File: config.mk
export PLATFORM = sky130hd
export DESIGN_NAME = instruction_fetch
export DESIGN_NICKNAME = d
export VERILOG_FILES = /design/src/rtl/instruction_fetch.sv
export SDC_FILE = /design/constraint.sdc
export NUM_CORES = 1
export LEC_CHECK = 0
export CELL_PAD_IN_SITES_DETAIL_PLACEMENT = 0
export CELL_PAD_IN_SITES_GLOBAL_PLACEMENT = 2
export CORE_ASPECT_RATIO = 1.4
export CORE_MARGIN = 4
export CORE_UTILIZATION = 32
export DETAILED_ROUTE_END_ITERATION = 6
export PLACE_DENSITY_LB_ADDON = 0.1
export SETUP_SLACK_MARGIN = 0.3
export SLEW_MARGIN = 25
export SYNTH_ARGS = -nofsm -noshare
export SYNTH_HDL_FRONTEND = slang
export SYNTH_SLANG_ARGS = --single-unit
File: constraint.sdc
create_clock -name clk_pi -period 7.7 [get_ports clk_pi]
set_input_delay 1.925 -clock clk_pi [delete_from_list [all_inputs] [get_ports clk_pi]]
set_output_delay 1.925 -clock clk_pi [all_outputs]
set_load 0.1 [all_outputs]
File: src/rtl/instruction_fetch.sv
// Instruction fetch: pulls instructions at pc_pi over imem req/ack into a prefetch FIFO.
// Define FETCH_PERF_EN to build the stall/flush performance counters.
module instruction_fetch #(
    parameter int DEPTH = 4
) (
    input  logic        clk_pi,
    input  logic        reset_pi,
    input  logic        clk_en_pi,
    input  logic [15:0] pc_pi,
    input  logic        redirect_pi,
    output logic        pc_advance_po,
    output logic        imem_req_po,
    output logic [15:0] imem_addr_po,
    input  logic        imem_ack_pi,
    input  logic [15:0] imem_data_pi,
    output logic        instr_valid_po,
    output logic [15:0] instr_po,
    output logic [15:0] instr_pc_po,
    input  logic        decode_ready_pi,
    output logic [15:0] perf_stall_cnt_po,
    output logic [15:0] perf_flush_cnt_po
);

    localparam int PW = $clog2(DEPTH);
    localparam logic [PW:0] FULL = (PW+1)'(DEPTH);

    typedef enum logic [1:0] {
        IDLE,
        REQ,
        DISCARD
    } state_t;

    typedef struct packed {
        logic [15:0] pc;
        logic [15:0] instr;
    } entry_t;

    state_t        state_q, state_d;
    logic          req_q, req_d;
    logic [15:0]   addr_q, addr_d;
    entry_t        fifo_q [DEPTH];
    logic [PW-1:0] wr_q, rd_q;
    logic [PW:0]   cnt_q, cnt_d;
    logic [PW:0]   cnt_after_push;
    logic          push, pop;

    assign instr_valid_po = (cnt_q != '0);
    assign instr_po       = fifo_q[rd_q].instr;
    assign instr_pc_po    = fifo_q[rd_q].pc;
    assign imem_req_po    = req_q;
    assign imem_addr_po   = addr_q;

    assign pop = clk_en_pi & instr_valid_po & decode_ready_pi & ~redirect_pi;

    // Occupancy as it will be after this edge if the pending ack is pushed
    assign cnt_after_push = cnt_q + (PW+1)'(1) - (PW+1)'(pop);

    always_comb begin
        state_d       = state_q;
        req_d         = req_q;
        addr_d        = addr_q;
        push          = 1'b0;
        pc_advance_po = 1'b0;
        if (clk_en_pi) begin
            unique case (state_q)
                IDLE: begin
                    if (!redirect_pi && cnt_q < FULL) begin
                        req_d   = 1'b1;
                        addr_d  = pc_pi;
                        state_d = REQ;
                    end
                end
                REQ: begin
                    if (redirect_pi) begin
                        if (imem_ack_pi) begin
                            req_d   = 1'b0;
                            state_d = IDLE;
                        end else begin
                            state_d = DISCARD;
                        end
                    end else if (imem_ack_pi) begin
                        push          = 1'b1;
                        pc_advance_po = 1'b1;
                        if (cnt_after_push < FULL) begin
                            addr_d = addr_q + 16'd2;
                        end else begin
                            req_d   = 1'b0;
                            state_d = IDLE;
                        end
                    end
                end
                DISCARD: begin
                    if (imem_ack_pi) begin
                        req_d   = 1'b0;
                        state_d = IDLE;
                    end
                end
                default: begin
                    req_d   = 1'b0;
                    state_d = IDLE;
                end
            endcase
        end
    end

    always_comb begin
        cnt_d = cnt_q;
        unique case (1'b1)
            redirect_pi:   cnt_d = '0;
            push && !pop:  cnt_d = cnt_q + (PW+1)'(1);
            !push && pop:  cnt_d = cnt_q - (PW+1)'(1);
            default:       cnt_d = cnt_q;
        endcase
    end

    always_ff @(posedge clk_pi) begin
        if (reset_pi) begin
            state_q <= IDLE;
            req_q   <= 1'b0;
            addr_q  <= 16'h0000;
            wr_q    <= '0;
            rd_q    <= '0;
            cnt_q   <= '0;
        end else if (clk_en_pi) begin
            state_q <= state_d;
            req_q   <= req_d;
            addr_q  <= addr_d;
            cnt_q   <= cnt_d;
            if (redirect_pi) begin
                wr_q <= '0;
                rd_q <= '0;
            end else begin
                if (push) wr_q <= wr_q + PW'(1);
                if (pop)  rd_q <= rd_q + PW'(1);
            end
        end
    end

    // Entry storage needs no reset; occupancy gates visibility
    always_ff @(posedge clk_pi) begin
        if (push) fifo_q[wr_q] <= '{pc: addr_q, instr: imem_data_pi};
    end

`ifdef FETCH_PERF_EN
    logic [15:0] stall_q, flush_q;

    always_ff @(posedge clk_pi) begin
        if (reset_pi) begin
            stall_q <= 16'h0000;
            flush_q <= 16'h0000;
        end else if (clk_en_pi) begin
            if (!instr_valid_po && stall_q != 16'hFFFF) stall_q <= stall_q + 16'd1;
            if (redirect_pi && flush_q != 16'hFFFF)     flush_q <= flush_q + 16'd1;
        end
    end

    assign perf_stall_cnt_po = stall_q;
    assign perf_flush_cnt_po = flush_q;
`else
    assign perf_stall_cnt_po = 16'h0000;
    assign perf_flush_cnt_po = 16'h0000;
`endif

endmodule

==> flow_summary_export.csv <==
group,metric,value,unit
floorplan,start_util,32.4,%
clock_network,cts_root_buf,"clkbuf_16",
logic_synthesis,yosys-top-cells-area,"edfxtp_1 (58%), mux4_2 (11%), dfxtp_1 (8.5%), buf_4 (3.7%), a21oi_1 (2.0%)",
route,vias,3812,
placed_design,io_buffers,88,
cells_and_area,final_area,8180,um2
clock_network,clk_latency,420,ps
timing,tightest_slew,1040,ps
critical_path,setup.worst_path.end_class,"output pin",
logic_synthesis,postSynthCellCount,428,
placed_design,dp_cells,754,
global_routing,grt_pass1_vias,3897,
floorplan,io_pins,121,
logic_synthesis,synth.distinct_cells,52,
timing,fmaxAchievable,158,MHz
route,drtPass1Iterations,4,
logic_synthesis,yosysTopAreaCellShare,58.1,%
logic_synthesis,synth_warnings,0,
floorplan,num_rows,62,
power,ir_worst_vdd,0.000121,V
logic_synthesis,ys.flop_type,"edfxtp_1",
placed_design,place_congestion,0.816,
floorplan,dieArea,23100,um2
timing,grt_setup_unrepaired,"no",
power,total_power,1.91,mW
logic_synthesis,synth-edff-count,128,
placed_design,placed_area,7610,um2
global_routing,grt-ovfl-total,0,
logic_synthesis,ys_seq_area_share,66.5,%
job,cap_viol_max_count,0,
cells_and_area,fin_nets,565,
cells_and_area,area_growth,23.5,%
floorplan,die_x,130,um
route,first_iter_violations,189,
route,post_drt_via_cell_ratio,4.84,
timing,min_period,6320,ps
power,power_leakage,2.72,nW
critical_path,cp_max_fo,8,
floorplan,die_h,178,um
timing,slew_violations,0,
cells_and_area,finalNonFillerCells,788,
placed_design,dp_hpwl,9380,um
global_routing,grt_pass1_wl,22500,um
clock_network,clk_pin_slew,70,ps
hold_path,hold_class,"register to register",
run_status,status,"finished clean",
clock_network,cts_hold_buf,0,
power,powerDensity,233,nW/um2
clock_network,clockBufferDepth,2,
route,routedWlPerCell,19.0,um
critical_path,required,5780,ps
floorplan,core_area,20400,um2
timing,setup_violations,0,
logic_synthesis,syn-cell-area,6620,um2
global_routing,antenna_found_initial,0,
logic_synthesis,synth.avg_cell_area,15.5,um2
critical_path,startpoint_type,"input pin",
timing,hold_violations,0,
clock_network,tritoncts,"done",
clock_network,h-tree-depth,4,
clock_network,cts_setup_buffers,0,
cells_and_area,drive_above_1_share,14.9,%
critical_path,crit_type,"input pin to output pin",
timing,maxSlewHeadroom,30.8,%
timing,final.setup.tns,0,ps
timing,fin_crit_sh,82.1,%
timing,skew,10.3,ps
global_routing,grt_usage,13.3,%
clock_network,cts_sinks,156,
logic_synthesis,ys_seq_elements,156,
route,antenna_left,0,
logic_synthesis,synth_area_leader_cell,"edfxtp_1",
timing,whs,495,ps
global_routing,grt_max_degree,38,
clock_network,numCtsBuffers,17,
clock_network,cts_resized,0,
route,drcViolationCount,0,
logic_synthesis,synthArstFlopShare,0,%
route,wl,15000,um
critical_path,crit_arrival,4390,ps
-- sequential cells by signal, summed over array words and instances, names as in the netlist, named ones only --
register,cells
rd_q,2
cnt_q,3
imem_addr_po,16
state_q,2
imem_req_po,1
wr_q,2
fifo_q,128
-- per-stage QoR --
| stage | util, % | setup WS [ps] |
|---|---|---|
| finish | 40.1 | 1380 |
| global route | 40.1 | 1230 |
| CTS | 40.1 | 1370 |
| detailed placement | 37.3 | 1370 |
| global placement | 37.3 | 1420 |
| floorplan | - | 2680 |
-- path summary, 6_finish.rpt --
path | start | to | slack, ps | cells past startpoint
worst max-delay path | clk_en_pi | pc_advance_po | 1380 | 5
worst min-delay path | rd_q[1] | register | 500 | 2
worst max register to register | state_q[0] | fifo_q[1][6] | 4880 | 4
worst min register to register | rd_q[1] | register | 500 | 2
-- logic make-up (layout without fill, tap and decap cells) --
logic type                 after synthesis  count (layout)  share of synthesized area (%)
adders and majority gates               10              10                           1.89
buffers and inverters                   62             133                           5.93
AOI/OAI and AO/OA                       75              75                           7.45
DFF                                    156             156                           66.5
other                                    1              34                         0.0566
muxes                                   34              34                           11.2
xor gates and xnor gates                 2               2                          0.265
and+or+nand+nor                         88              88                           6.69
-- power by group --
group          switching [mW]  internal [mW]  total [mW]
registers              0.0128          0.918       0.931
logic                   0.149         0.0411       0.190
clock network           0.360          0.426       0.786
-- placed cells by master (no fill, tap or decap), drive strengths merged, types with 4 or more instances in the layout --
| cell type | Yosys | final |
|---|---|---|
| clkbuf | 6 | 18 |
| edfxtp | 128 | 128 |
| clkinv | 0 | 5 |
| a31oi | 6 | 6 |
| nand2b | 7 | 7 |
| nor2 | 20 | 20 |
| o31ai | 4 | 4 |
| mux4 | 32 | 32 |
| nand3 | 4 | 4 |
| and2 | 5 | 5 |
| a21oi | 27 | 27 |
| clkdlybuf4s50 | 0 | 88 |
| ha | 10 | 10 |
| inv | 10 | 17 |
| nor3 | 7 | 7 |
| nand2 | 27 | 27 |
| dfxtp | 28 | 28 |
| conb | 1 | 32 |
| o21ai | 17 | 17 |
-- Yosys cell counts (2+ instances only) --
cell / number
clkbuf_1: 6
buf_2: 5
and3_1: 3
nor4_1: 2
buf_1: 4
nand2b_1: 6
nand2_1: 27
a32o_1: 3
dfxtp_1: 28
a211oi_1: 2
buf_4: 33
a22oi_1: 2
xor2_1: 2
nand3_1: 4
a311oi_1: 3
nand4_1: 2
nor3_1: 7
buf_6: 4
ha_1: 10
a31oi_1: 5
nor2b_1: 2
edfxtp_1: 128
o21ai_0: 17
mux2i_1: 2
and2_1: 5
nor2_1: 20
inv_1: 10
o41ai_1: 2
o31ai_1: 4
mux4_2: 32
a21oi_1: 27
-- critical path: stages --
cell and delay, ps:
clkdlybuf4s50_1 600, nor2b_1 260, nand3_1 220, inv_1 220, clkdlybuf4s50_1 1170
-- layer usage --
metal	vias to the layer above	track usage [%]	wire length, um	share of wire (%)
met4	0	5.37	297	2.0
met1	1923	16.0	6210	42
met2	93	22.7	7830	52
met5	-	0	0	0
met3	16	3.45	616	4.1
li1	1780	-	-	-
-- cell type report --
class	count	area (um2)
fillers	1929	12200
flip-flops and latches	156	4410
multi-input cells	241	1940
repair buffers	91	903
clock buffers	18	429
well taps	256	320
clock inverters	14	131
inverters	10	37.5
diodes	2	5.00
No activity file was read; power rests on OpenSTA's default activity.
